<file path="src/rtl/nsa_pkg.sv">
// Shared definitions for the nibble-serial adder sequencer: FSM state type,
// nibble width, and helpers that derive the step count and counter width
// from the operand width.
package nsa_pkg;

    // Width of one adder slice; the shared datapath is always 4 bits wide.
    localparam int NIBBLE_W = 4;

    // Sequencer states.
    typedef enum logic [1:0] {
        ST_IDLE = 2'd0,
        ST_RUN  = 2'd1,
        ST_DONE = 2'd2
    } state_t;

    // Number of nibble steps needed for a WIDTH-bit operation.
    function automatic int nibble_count(input int width);
        return width / NIBBLE_W;
    endfunction

    // Bits needed to count 0..N-1 nibble steps (never less than one bit).
    function automatic int count_width(input int width);
        int n;
        n = width / NIBBLE_W;
        return (n <= 2) ? 1 : $clog2(n);
    endfunction

endpackage

</file>
<file path="src/rtl/four_ripple_carry_adder.sv">
// Purely combinational 4-bit ripple carry adder used as the shared nibble
// datapath. Each bit is a full adder; the carry ripples LSB to MSB.
module four_ripple_carry_adder
    import nsa_pkg::*;
(
    input  logic [NIBBLE_W-1:0] a,
    input  logic [NIBBLE_W-1:0] b,
    input  logic                c_in,
    output logic [NIBBLE_W-1:0] sum,
    output logic                c_out
);

    logic [NIBBLE_W:0] carry;

    assign carry[0] = c_in;

    // One full adder per bit, chained through carry[].
    genvar gi;
    generate
        for (gi = 0; gi < NIBBLE_W; gi++) begin : g_full_adder
            assign sum[gi]       = a[gi] ^ b[gi] ^ carry[gi];
            assign carry[gi + 1] = (a[gi] & b[gi]) | (carry[gi] & (a[gi] ^ b[gi]));
        end
    endgenerate

    assign c_out = carry[NIBBLE_W];

endmodule

</file>
<file path="src/rtl/nibble_serial_adder_ctrl.sv">
// Nibble-serial adder sequencer: performs a WIDTH-bit add over WIDTH/4
// cycles through one shared 4-bit ripple adder, LSB nibble first, with the
// carry registered between steps. Results are held until the next
// completion and announced with a one-cycle done pulse.
//
// Optional feature: define SUB_EN to add a 'sub' input that turns the
// operation into a - b (b inverted, carry-in forced to 1).
//
// WIDTH must be a multiple of 4 and at least 8.
module nibble_serial_adder_ctrl
    import nsa_pkg::*;
#(
    parameter int WIDTH = 16
) (
    input  logic             clk,
    input  logic             rst_n,
    input  logic             start,
    input  logic [WIDTH-1:0] a,
    input  logic [WIDTH-1:0] b,
    input  logic             c_in,
`ifdef SUB_EN
    input  logic             sub,
`endif
    output logic             busy,
    output logic             done,
    output logic [WIDTH-1:0] sum,
    output logic             c_out,
    output logic             overflow
);

    localparam int N     = nibble_count(WIDTH);
    localparam int CNT_W = count_width(WIDTH);
    localparam logic [CNT_W-1:0] LAST_STEP = CNT_W'(N - 1);

    // Sequencer and output registers.
    state_t           state_reg;
    logic             busy_reg;
    logic             done_reg;
    logic [WIDTH-1:0] sum_reg;
    logic             c_out_reg;
    logic             overflow_reg;

    // Working registers for the operation in flight.
    logic [WIDTH-1:0] a_sh_reg;
    logic [WIDTH-1:0] b_sh_reg;
    logic [WIDTH-1:0] acc_reg;
    logic             carry_reg;
    logic [CNT_W-1:0] cnt_reg;
    logic             a_msb_reg;
    logic             b_msb_reg;

    // Values loaded on acceptance; b/carry differ when subtracting.
    logic [WIDTH-1:0] b_load;
    logic             carry_load;
    logic             accept;

    // Shared nibble datapath outputs.
    logic [NIBBLE_W-1:0] nib_sum;
    logic                nib_c_out;

    // Accumulator after shifting the current nibble result in from the top.
    logic [WIDTH-1:0] acc_next;

`ifdef SUB_EN
    assign b_load     = sub ? ~b : b;
    assign carry_load = sub ? 1'b1 : c_in;
`else
    assign b_load     = b;
    assign carry_load = c_in;
`endif

    // A request is taken in IDLE or in the DONE cycle, never while running.
    assign accept = start && (state_reg != ST_RUN);

    four_ripple_carry_adder u_nibble_adder (
        .a     (a_sh_reg[NIBBLE_W-1:0]),
        .b     (b_sh_reg[NIBBLE_W-1:0]),
        .c_in  (carry_reg),
        .sum   (nib_sum),
        .c_out (nib_c_out)
    );

    // After the last step this holds the complete sum, LSB nibble at bit 0.
    assign acc_next = WIDTH'({nib_sum, acc_reg} >> NIBBLE_W);

    // FSM, nibble-serial datapath and registered outputs.
    always_ff @(posedge clk or negedge rst_n) begin
        if (!rst_n) begin
            state_reg    <= ST_IDLE;
            busy_reg     <= 1'b0;
            done_reg     <= 1'b0;
            sum_reg      <= '0;
            c_out_reg    <= 1'b0;
            overflow_reg <= 1'b0;
            a_sh_reg     <= '0;
            b_sh_reg     <= '0;
            acc_reg      <= '0;
            carry_reg    <= 1'b0;
            cnt_reg      <= '0;
            a_msb_reg    <= 1'b0;
            b_msb_reg    <= 1'b0;
        end else begin
            done_reg <= 1'b0;
            unique case (state_reg)
                ST_IDLE, ST_DONE: begin
                    if (accept) begin
                        state_reg <= ST_RUN;
                        busy_reg  <= 1'b1;
                        a_sh_reg  <= a;
                        b_sh_reg  <= b_load;
                        acc_reg   <= '0;
                        carry_reg <= carry_load;
                        cnt_reg   <= '0;
                        a_msb_reg <= a[WIDTH-1];
                        b_msb_reg <= b_load[WIDTH-1];
                    end else begin
                        state_reg <= ST_IDLE;
                        busy_reg  <= 1'b0;
                    end
                end
                ST_RUN: begin
                    a_sh_reg  <= a_sh_reg >> NIBBLE_W;
                    b_sh_reg  <= b_sh_reg >> NIBBLE_W;
                    acc_reg   <= acc_next;
                    carry_reg <= nib_c_out;
                    cnt_reg   <= cnt_reg + CNT_W'(1);
                    if (cnt_reg == LAST_STEP) begin
                        state_reg    <= ST_DONE;
                        busy_reg     <= 1'b0;
                        done_reg     <= 1'b1;
                        sum_reg      <= acc_next;
                        c_out_reg    <= nib_c_out;
                        overflow_reg <= (a_msb_reg == b_msb_reg) &&
                                        (nib_sum[NIBBLE_W-1] != a_msb_reg);
                    end
                end
                default: begin
                    state_reg <= ST_IDLE;
                    busy_reg  <= 1'b0;
                end
            endcase
        end
    end

    assign busy     = busy_reg;
    assign done     = done_reg;
    assign sum      = sum_reg;
    assign c_out    = c_out_reg;
    assign overflow = overflow_reg;

endmodule

</file>
<file path="config.mk">
export PLATFORM = sky130hd
export DESIGN_NAME = nibble_serial_adder_ctrl
export DESIGN_NICKNAME = d
export VERILOG_FILES = /design/src/rtl/nsa_pkg.sv /design/src/rtl/four_ripple_carry_adder.sv /design/src/rtl/nibble_serial_adder_ctrl.sv
export SDC_FILE = /design/constraint.sdc
export NUM_CORES = 1
export LEC_CHECK = 0
export CORE_AREA = 2 2 93 86
export CTS_CLUSTER_SIZE = 28
export DETAILED_ROUTE_END_ITERATION = 8
export DIE_AREA = 0 0 95 88
export REMOVE_ABC_BUFFERS = 1
export SLEW_MARGIN = 20
export SYNTH_ARGS = -nofsm -noshare
export SYNTH_HDL_FRONTEND = slang
export SYNTH_SLANG_ARGS = --single-unit
</file>
<file path="constraint.sdc">
create_clock -name clk -period 7.4 [get_ports clk]
set_input_delay 0.74 -clock clk [delete_from_list [all_inputs] [get_ports clk]]
set_output_delay 0.74 -clock clk [all_outputs]
set_load 0.005 [all_outputs]
</file>
**Word level (Yosys, flattened, before mapping)**

Index checks and enable logic that the tools add are counted.

- Register bits after elaboration: 75
- Input bits: 36
- Logic and storage cells: 68

- $add $sub $neg: 1
- Equality and inequality tests: 8
- Multiplexer cells: 18
- Bitwise logic cells: 20
- Reductions and logical operators: 8

Operator list:

| kind | number |
|---|---|
| 16-bit one-hot mux with 2 select lines | 3 |
| 16-bit two-way mux | 3 |
| 1-bit AND | 8 |
| 2-bit one-hot mux with 2 select lines | 2 |
| 1-bit XOR | 8 |
| 1-bit two-way mux | 6 |
| 2-bit AND reduction | 3 |
| 2-bit == test, second input constant | 2 |
| 2-bit two-way mux | 2 |
| 2-bit inequality test, second input constant | 2 |
| 1-bit bitwise OR | 4 |
| 1-bit one-hot mux with 2 select lines | 2 |
| 2-bit by 1-bit adder with 2-bit output, second input constant | 1 |
| 2-bit by 1-bit == test with 1-bit output, second input constant | 1 |
| 1-bit logical AND | 2 |
| 2-bit zero test | 1 |
| 2-bit by 1-bit inequality test with 1-bit output, second input constant | 1 |
| 2-bit nonzero test | 1 |
| 2-bit OR reduction | 1 |
| 1-bit == test | 1 |
| 1-bit inequality test | 1 |

**Logic depth before layout (Yosys ltp)**

Gate-level depths: netlist (run 1).

- Depth in word-level cells: 10
- Gate-level depth with buffers: 9
- Mapped depth without buffers: 9

**Hierarchy**

A second synthesis (run 1) with hierarchy kept.

- Cell total of the unflattened synthesis: 207
- Area, all modules: 2890.3 um^2

By module, submodules not included:

| module | instances | cells each | area each (um^2) |
|---|---|---|---|
| nibble_serial_adder_ctrl | 1 | 193 | 2772.7 |
| four_ripple_carry_adder | 1 | 14 | 117.6 |

**Least setup slack after synthesis (run 1)**

No wires, ideal clock.

- Path kind: register to register
- Start: register a_sh_reg[0]
- End: register overflow_reg, in the netlist overflow
- Setup time: 0.129 ns
- Arrival: 2.235 ns
- Required time: 7.271 ns
- Path slack: 5.036 ns
- Cell stages (with the launch flop): 10
- Period minus slack after synthesis: 2.364 ns
- Cells stage by stage: dfrtp_1 inv_1 fa_1 inv_1 fa_1 fa_1 fa_1 and3b_1 a21oi_1 o21ai_0

- Cells in the longest elaborated chain, start to end: 10

RTL lines:

| element | line | RTL |
|---|---|---|
| start, declared | nibble_serial_adder_ctrl.sv:44 | `logic [WIDTH-1:0] a_sh_reg;` |
| start signal, assigned | nibble_serial_adder_ctrl.sv:122 | `a_sh_reg <= a_sh_reg >> NIBBLE_W;` |
| 1-bit XOR | four_ripple_carry_adder.sv:22 | `assign carry[gi + 1] = (a[gi] & b[gi]) \| (carry[gi] & (a[gi] ^ b[gi]));` |
| 1-bit AND | four_ripple_carry_adder.sv:22 |  |
| 1-bit bitwise OR * | four_ripple_carry_adder.sv:22 |  |
| 1-bit AND * | four_ripple_carry_adder.sv:22 |  |
| 1-bit bitwise OR * | four_ripple_carry_adder.sv:22 |  |
| 1-bit AND * | four_ripple_carry_adder.sv:22 |  |
| 1-bit bitwise OR * | four_ripple_carry_adder.sv:22 |  |
| 1-bit XOR * | four_ripple_carry_adder.sv:21 | `assign sum[gi] = a[gi] ^ b[gi] ^ carry[gi];` |
| net nib_sum[3] | nibble_serial_adder_ctrl.sv:58 | `logic [NIBBLE_W-1:0] nib_sum;` |
| 1-bit inequality test * | nibble_serial_adder_ctrl.sv:134 | `(nib_sum[NIBBLE_W-1] != a_msb_reg);` |
| 1-bit logical AND * | nibble_serial_adder_ctrl.sv:133 | `overflow_reg <= (a_msb_reg == b_msb_reg) &&` |
| end signal, assigned | nibble_serial_adder_ctrl.sv:133 |  |
| end, declared | nibble_serial_adder_ctrl.sv:41 | `logic overflow_reg;` |

The timed path passes the listed nets; every way through them passes the cells marked *.
A chain may end at the register's enable or synchronous reset.

**Final worst setup path (run 1)**

Same ends and word-level chain as after synthesis.

==> results of run 1 <==
## through the flow
step | util [%] | instance area, um2 | hold slack [ps]
2_1_floorplan | - | 2790 | 444
3_3_place_gp | 47.0 | 3480 | 459
3_5_place_dp | 47.0 | 3480 | 465
4_1_cts | 50.0 | 3700 | 482
5_1_grt | 50.0 | 3700 | 500
6_report | 50.0 | 3700 | 479
## path summary, 6_finish.rpt
| check | from | to | slack, ps | cells after the start |
|---|---|---|---|---|
| hold / removal | b_sh_reg[10] | b_sh_reg[10] | 480 | 1 |
| min in group asynchronous | rst_n | sum[0] | 500 | 1 |
| setup / recovery | a_sh_reg[0] | overflow | 4800 | 9 |
| setup reg to reg | a_sh_reg[0] | overflow | 4800 | 9 |
| max in group asynchronous | rst_n | a_sh_reg[10] | 6310 | 1 |
| hold reg to reg | b_sh_reg[10] | b_sh_reg[10] | 480 | 1 |
## synthesized netlist by cell type (2+ instances only)
master / n / area share, %
inv_1: 7 / 0.90
fa_1: 4 / 2.8
a22o_1: 42 / 13
nor3_1: 3 / 0.52
mux2_2: 19 / 7.4
dfrtp_1: 71 / 61
nand2_1: 2 / 0.26
o21ai_0: 2 / 0.34
buf_6: 4 / 1.5
a221o_1: 3 / 1.0
buf_2: 6 / 1.0
a21o_1: 23 / 5.9
buf_4: 5 / 1.3
## power groups by stage
stage,Clock (uW),Combinational [uW],Sequential [uW]
finish,337,633,659
global route,365,707,679
CTS,346,645,659
detailed placement,0,642,667
global placement,0,625,662
floorplan,0,417,646
## cells by family (layout without fill, tap and decap cells)
group | count (synthesis) | count (layout)
simple gates | 12 | 12
mux | 19 | 19
compound gates | 73 | 73
fa+ha+maj | 5 | 5
buf+inv | 23 | 79
flops | 71 | 71
## final cells by class
type                       instances  area [um2]
clock inverter                     7        97.6
tap                               96         120
fill                             641        3700
timing repair buffer              56         556
sequential                        71        1780
multi-input combinational        109         997
inverter                           7        26.3
clock buffer                       9         124
## critical path, stage by stage (launching register included)
cell and delay [ps]:
dfrtp_1 360, inv_1 100, fa_1 180, inv_1 50
fa_1 370, fa_1 410, fa_1 590, and3b_1 190
a21oi_1 110, o21ai_0 80
## routing by layer
layer  wire [um]  GRT usage (%)
met1        2590           19.9
met2        2320           20.5
met3         256           4.30
met4          80           5.93
met5           0              0
==> impl_metrics.toml, run 1 <==
[sta]
setup_slack_ps = 4800
fin_crit_sh_pct = 35.1
slew_headroom_pct = 32.7
finalSetupTns_ps = 0
hold_violations = 0
setup_violations = 0
skew_ps = 6.43
rsz0062_at_grt = "no"
tightest_slew_ps = 1010
fmaxAchievable_mhz = 385
min_period_ps = 2600
slew_viol_final = 0

[synthesis]
synth_top_family_by_area = "compound AO/OA/AOI/OAI gates"
synth-edff-count = 0
synthAdderAreaFrac_pct = 3.18
synth_cells = 203
yosysWarningCount = 0
synth-xor-area-share_pct = 0
seq_area_frac_synth_pct = 61.1
synth-seq-cells = 71
synth_compound_area_share_pct = 20.7
synth-simple-area-share_pct = 2.75
synth_mux_area_share_pct = 7.35
synth.cell_area_mm2 = 0.00291
synth-main-ff-cell = "dfrtp_1"
yosys.cell_types.count = 25
avgSynthCellArea_um2 = 14.3
async_flop_share_pct = 100

[power_and_ir_drop]
p_int_uw = 1110
pwr-share-clk_pct = 20.7
peakVddDrop_v = 0.000146
netSwitchingPower_uw = 520
power_density_mw_per_mm2 = 440
combPwrFrac_pct = 38.9
p_sw_share_pct = 31.9
p_leak_uw = 0.00180
finalPower_uw = 1630
p_seq_share_pct = 40.4

[job]
drv_cap = 0

[drt]
dr.pass1.iters = 4
vias = 1822
wl_per_cell_um = 14.8
drc = 0
wl_um = 5250
drtAntennaViolNets = 0
viasPerCell = 5.13
drt_iter0_drc = 118

[clocking]
cts_resized = 0
cts_buffers = 9
path_clk_slew_ps = 70
cts_root_buf = "clkbuf_8"
h-tree-depth = 3
postCtsSetupRepairBufs = 0
clockBufferDepth = 2
cts_hold_buffers = 0
numClockSinks = 71
cts_tree = "yes"
clk_latency_ps = 340

[placement]
place.gp.congestion = 0.692
pre_cts_slack_ps = 4490
place_inst = 339
hpwlAfterDp_um = 3310
numPortBuffers = 55

[hold_path]
hold_path_class = "register to register"

[setup_path]
crit_required_ps = 7580
crit_type = "register to register"
cp-start-kind = "register"
endpoint_kind = "register"
critPathArrivalTime_ps = 2780
crit_fanout = 4

[finish]
final_common_cell = "dfrtp_1"
n_antenna_cell = 0
stdcell_count = 355
drive_above_1_share_pct = 15.8
fin_nets = 295
final_cell_mix = "71 x dfrtp_1, 54 x clkdlybuf4s50_1, 42 x a22o_1"
synthToLayoutAreaGrowth_pct = 27.1

[global_route]
grt_pass1_vias = 1807
grt_pass1_wl_um = 9030
grt.total_usage_pct = 14.2
grt_start_max_net_pins = 72
overflow = 0
grt_antenna_before_repair = 0

[die]
die_h_um = 88
top_level_ports = 56
die_area_mm2 = 0.00836
fp.dieW_um = 95
core_mm2 = 0.00739
std_cell_rows = 30
initial_core_util_pct = 39.3

[run_status]
status = "finished, final reports clean"
(Power assumes the default switching activity.)
==> run 2: changes to the inputs <==
Clock period 7.4 ns to 2.7 ns, I/O delays scaled along.
==> run 2 against run 1 <==
Compared with the run above: setup slack got worse by 4600 ps; wire length fell by 0.36%; critical path depth stayed put.
==> impl_metrics.toml, run 2 (synthesis gave the netlist of run 1 again) <==
[setup_path]
endpoint_kind = "register"
path_cells = "inv_1 > fa_1 > inv_1 > fa_1 > fa_1 > fa_1 > and3b_1 > a21oi_1 > o21ai_0"
cpPeakStageDelay_ps = 560
reg2reg_from = "a_sh_reg[0]"
critPathArrivalTime_ps = 2730
cp-start-kind = "register"
timing.critical_path.mode_cell = "fa_1"
crit_type = "register to register"
crit_fanout = 4
crit_slowest_cell = "fa_1"
cp-startpoint = "a_sh_reg[0]"
crit_required_ps = 2910

[sta]
skew_ps = 5.93
fmaxAchievable_mhz = 397
min_period_ps = 2520
slew_viol_final = 0
rsz0062_at_grt = "no"
fin_crit_sh_pct = 93.4
tightest_slew_ps = 872
hold_violations = 0
slew_headroom_pct = 41.8
setup_violations = 0

[global_route]
grt_use_met3_pct = 5.59
grt.total_usage_pct = 13.9
grt_pass1_wl_um = 8780
overflow = 0
met2_usage_pct = 21.2
globalRouteMet1Util_pct = 18.6
grt_start_max_net_pins = 72
grt_pass1_vias = 1766
grt_antenna_before_repair = 0
grt-busiest-layer = "met2"

[clocking]
cts_resized = 0
h-tree-depth = 3
cts_root_buf = "clkbuf_8"
cts_hold_buffers = 0
path_clk_slew_ps = 70
postCtsSetupRepairBufs = 0
cts_buffers = 9
numClockSinks = 71
cts_tree = "yes"
clockBufferDepth = 2
clk_latency_ps = 330

[hold_path]
hold_path_class = "input port to async pin"

[die]
die_h_um = 88
core_mm2 = 0.00739
die_area_mm2 = 0.00836
fp.dieW_um = 95
top_level_ports = 56
std_cell_rows = 30
initial_core_util_pct = 39.3

[finish]
drive_above_1_share_pct = 16.4
fin_nets = 298
fin_area_mm2 = 0.00371
multiInputGateArea_um2 = 997
n_fill_cell = 661
final_cell_mix = "71 x dfrtp_1, 54 x clkdlybuf4s50_1, 42 x a22o_1"
synthToLayoutAreaGrowth_pct = 27.4
final-seq-area_mm2 = 0.00178
final_common_cell = "dfrtp_1"
n_antenna_cell = 0

[run_status]
status = "finished, final reports clean"

[placement]
place.gp.congestion = 0.706
hpwlAfterDp_um = 3320
postPlaceCellArea_mm2 = 0.00350
numPortBuffers = 55

[power_and_ir_drop]
p_seq_share_pct = 41.1
p_leak_uw = 0.00182
netSwitchingPower_uw = 1380
p_sw_share_pct = 31.3
combPwrFrac_pct = 39.3
peakVddDrop_v = 0.000353
pwr-share-clk_pct = 19.6
power_density_mw_per_mm2 = 1190
finalPower_uw = 4410
p_int_uw = 3030

[drt]
vias = 1807
drt_iter0_drc = 88
drc = 0
wl_um = 5230
drtAntennaViolNets = 0
wl_per_cell_um = 14.6
viasPerCell = 5.05
dr.pass1.iters = 4

[job]
drv_cap = 0
## run 2: cell types whose count changed in the layout (fill, tap and decap cells not counted), sizes merged
cell / before / now
buf: 2 / 5
clkinvlp: 2 / 0
clkbuf: 9 / 13
bufinv: 2 / 1
clkinv: 3 / 2
## run 2: critical path: cells and delay by family (launching register included)
family | cells | cell delay [ps]
adder cells (fa/ha/maj) | 4 | 1510
flip-flops | 1 | 360
AND/OR/NAND/NOR | 1 | 190
AO/OA/AOI/OAI | 2 | 180
buffers and inverters | 2 | 150
## run 2: path summary, 6_finish.rpt
kind	depth (start not counted)	to	slack [ps]
max	9	overflow	180
min	1	acc_reg[4]	50
max reg2reg	9	overflow	180
min reg2reg	1	b_sh_reg[10]	480
max in group asynchronous	1	acc_reg[13]	2090
min in group clk	1	b_sh_reg[10]	480
## run 2: per-layer routing
metal,routed length (um),vias to the layer above
met1,2480,903
met3,281,6
met2,2410,42
met5,0,-
li1,-,856
met4,51,0
## run 2: area by class of cell
| cell class | count | share of cell area, % |
|---|---|---|
| Sequential cell | 71 | 47.9 |
| Multi-Input combinational cell | 109 | 26.9 |
| Timing Repair Buffer | 59 | 15.6 |
| Clock buffer | 13 | 4.56 |
| Tap cell | 96 | 3.24 |
| Clock inverter | 3 | 1.08 |
| Inverter | 7 | 0.709 |
## run 2: through the flow
| stage | util [%] | hold slack, ps | setup WS, ps | TNS (ps) | cells |
|---|---|---|---|---|---|
| after floorplan | - | -25.6 | -131 | -566 | 187 |
| after global placement | 47.3 | 456 | 255 | 0 | 342 |
| after detailed placement | 47.3 | 459 | 159 | 0 | 342 |
| after CTS | 50.1 | 88.5 | 150 | 0 | 358 |
| after global routing | 50.1 | 119 | 69.0 | 0 | 358 |
| final | 50.1 | 48.4 | 179 | 0 | 358 |
## run 2: power by group through the flow
stage                     Clock, uW  Sequential [uW]  Combinational (uW)
after floorplan                   0             1770                1140
after global placement            0             1820                1730
after detailed placement          0             1840                1770
after CTS                       900             1820                1770
after global routing            945             1870                1930
final                           865             1810                1730
==> RTL edit (settings of run 1) <==
Set the package constant `NIBBLE_W` to 6 (it was 4).
--- a/src/rtl/nsa_pkg.sv
+++ b/src/rtl/nsa_pkg.sv
@@ -4,7 +4,7 @@
 package nsa_pkg;
 
     // Width of one adder slice; the shared datapath is always 4 bits wide.
-    localparam int NIBBLE_W = 4;
+    localparam int NIBBLE_W = 6;
 
     // Sequencer states.
     typedef enum logic [1:0] {
Formal check against the unedited RTL: not equivalent (Yosys sat finds a counterexample within 4 cycles, from zero or initial values and one cycle with rst_n low).
==> RTL edit against run 1 <==
Core utilization decreased by 1.0 points. Non-clock buffer count is 1 higher. Count of clock-buffer cells in the layout stayed put. Area after synthesis decreased by 4.3%. Design area fell by 2.0%. Total power hardly changed. Setup slack worse by 390 ps. Sequential cell count shrank 3. Hold slack hardly changed. Routed wire length shrank 3.6%. Critical endpoint unchanged. Largest cell class unchanged. Largest power group is now combinational logic.
==> RTL edit: results (changes against run 1) <==
Yosys
  – Main flop type after synthesis: dfrtp_1 (unchanged)
  – Area contributors post-synth: dfrtp_1, a22o_1, mux2_2 (unchanged)
  – Number of synthesized flops with an enable pin: 0 (unchanged)
  – Seq/Total Area, Yosys: 61.2% (was 61.1%)
  – Synth cell count leaders: dfrtp_1, a22o_1, a21o_1, mux2_2, inv_1 (was dfrtp_1, a22o_1, a21o_1)
  – Synth Warn #: 0 (unchanged)
  – Yosys cell types: 24 (was 25)
  – Post-synth ARST share: 100% (unchanged)
  – Post-Syn Area per Cell: 14.1 um2 (was 14.3 um2)

Pwr
  – VDD IR max: 195 uV (was 146 uV)
  – Comb power frac: 39.0% (was 38.9%)
  – Leak: 1.72 nW (was 1.80 nW)
  – Sw frac: 31.9% (about the same)

Min path
  – Hold Path Class: flop to flop (unchanged)
  – HP Start: sum[12]$_DFFE_PN0P_ (was b_sh_reg[10]$_DFFE_PN0P_)

Clock network
  – Cts bufs inserted: 9 (unchanged)
  – CTS H-tree depth: 3 (unchanged)
  – CTS Buffer Depth: 2 (unchanged)
  – Post-CTS Setup Inserts: 0 (unchanged)
  – Clock-pin transition on the worst setup and hold timing paths: 70 ps (about the same)
  – Clock Root Buffer: clkbuf_8 (unchanged)
  – Insertion delay to the later sink of the worst-skew pair: 340 ps (about the same)
  – PostCTS Resize Cnt: 0 (unchanged)

Timing
  – Final Skew: 9.12 ps (was 6.43 ps)
  – Worst-margin pin slew: 1050 ps (was 1010 ps)

Run status
  – Status: completed (unchanged)

Placed design
  – Port Buf Inserts: 55 (unchanged)
  – Post-Place Cells: 337 (was 339)
  – DP HPWL: 3210 um (was 3310 um)
  – Setup Slack @ Placement: 4410 ps (was 4490 ps)
  – RePlAce Congestion: 0.724 (was 0.692)

Cells and area
  – Fin nets: 294 (was 295)
  – Layout cells sized above 1: 15.2% (was 15.8%)
  – ANT cells: 0 (unchanged)

Detailed routing
  – Drt pass-1 iters: 4 (unchanged)
  – DR iter-0 viols: 83 (was 118)
  – Vias: 1734 (was 1822)
  – Routed wl met2: 2300 um (was 2320 um)
  – Length of routed met3 wiring: 237 um (was 256 um)
  – M1 wire length: 2480 um (was 2590 um)
  – WL per Instance: 14.3 um (was 14.8 um)
  – Top Metal Used: met4 (unchanged)
  – Drt via density: 4.91 (was 5.13)

Global routing
  – Largest net degree at the start of global routing: 69 (was 72)
  – Initial antenna violation count: 0 (unchanged)
  – GRT Total Usage: 13.6% (was 14.2%)
  – First-pass GRT wire length: 8540 um (was 9030 um)

Worst setup path
  – Crit path max fanout: 4 (unchanged)
  – Critical Path Source: a_sh_reg[0]$_DFFE_PN0P_ (unchanged)
  – Arr. time, crit path: 3220 ps (was 2780 ps)
-- RTL edit: final cells by class --
cell class | instances | area [um2]
clock buffer | 9 | 124
clock inverter | 7 | 115
fill | 661 | 3770
inverter | 10 | 37.5
multi-input combinational | 106 | 965
sequential | 68 | 1700
tap | 96 | 120
timing repair buffer | 57 | 561
-- RTL edit: final timing paths --
path | endpoint | slack, ps | depth (start not counted)
max | overflow$_DFFE_PN0P_ | 4410 | 11
min | sum[12]$_DFFE_PN0P_ | 480 | 2
max reg2reg | overflow$_DFFE_PN0P_ | 4410 | 11
min reg2reg | sum[12]$_DFFE_PN0P_ | 480 | 2
max in group asynchronous | state_reg[1]$_DFFE_PN0N_ | 6260 | 2
min in group asynchronous | sum[10]$_DFFE_PN0P_ | 580 | 2
-- RTL edit: kinds of logic after synthesis --
group	after synthesis	share of synthesized area, %
AO/OA/AOI/OAI	64	19.1
adder cells (fa/ha/maj)	6	4.32
buffers and inverters	24	4.63
flip-flops	68	61.2
multiplexers	16	6.47
AND/OR/NAND/NOR	20	4.36
-- RTL edit: through the flow --
stage | instance area, um2 | utilization, %
after floorplan | 2690 | -
after global placement | 3380 | 45.8
after detailed placement | 3380 | 45.8
after CTS | 3620 | 49.0
after global routing | 3620 | 49.0
final | 3620 | 49.0
-- RTL edit: worst max-delay path, cell delays in order, from the launching register on --
cell     delay (ps)
dfrtp_1         320
inv_1            60
fa_1            440
fa_1            390
fa_1            370
inv_1            80
fa_1            180
fa_1            180
fa_1            460
and3b_1         230
a21oi_1          40
o21ai_0         140
-- RTL edit: layer usage --
metal  vias to the layer above  global-route usage (%)
li1                        829                       -
met3                         5                    5.51
met2                        42                    19.9
met4                         0                    4.74
met1                       858                    18.4
met5                         -                       0
-- RTL edit: power by group through the flow --
| stage | logic (mW) | registers [mW] | clock network [mW] |
|---|---|---|---|
| 6_report | 0.636 | 0.633 | 0.361 |
| 5_1_grt | 0.719 | 0.653 | 0.389 |
| 3_3_place_gp | 0.637 | 0.638 | 0 |
| 4_1_cts | 0.653 | 0.635 | 0.372 |
| 3_5_place_dp | 0.651 | 0.641 | 0 |
| 2_1_floorplan | 0.419 | 0.620 | 0 |
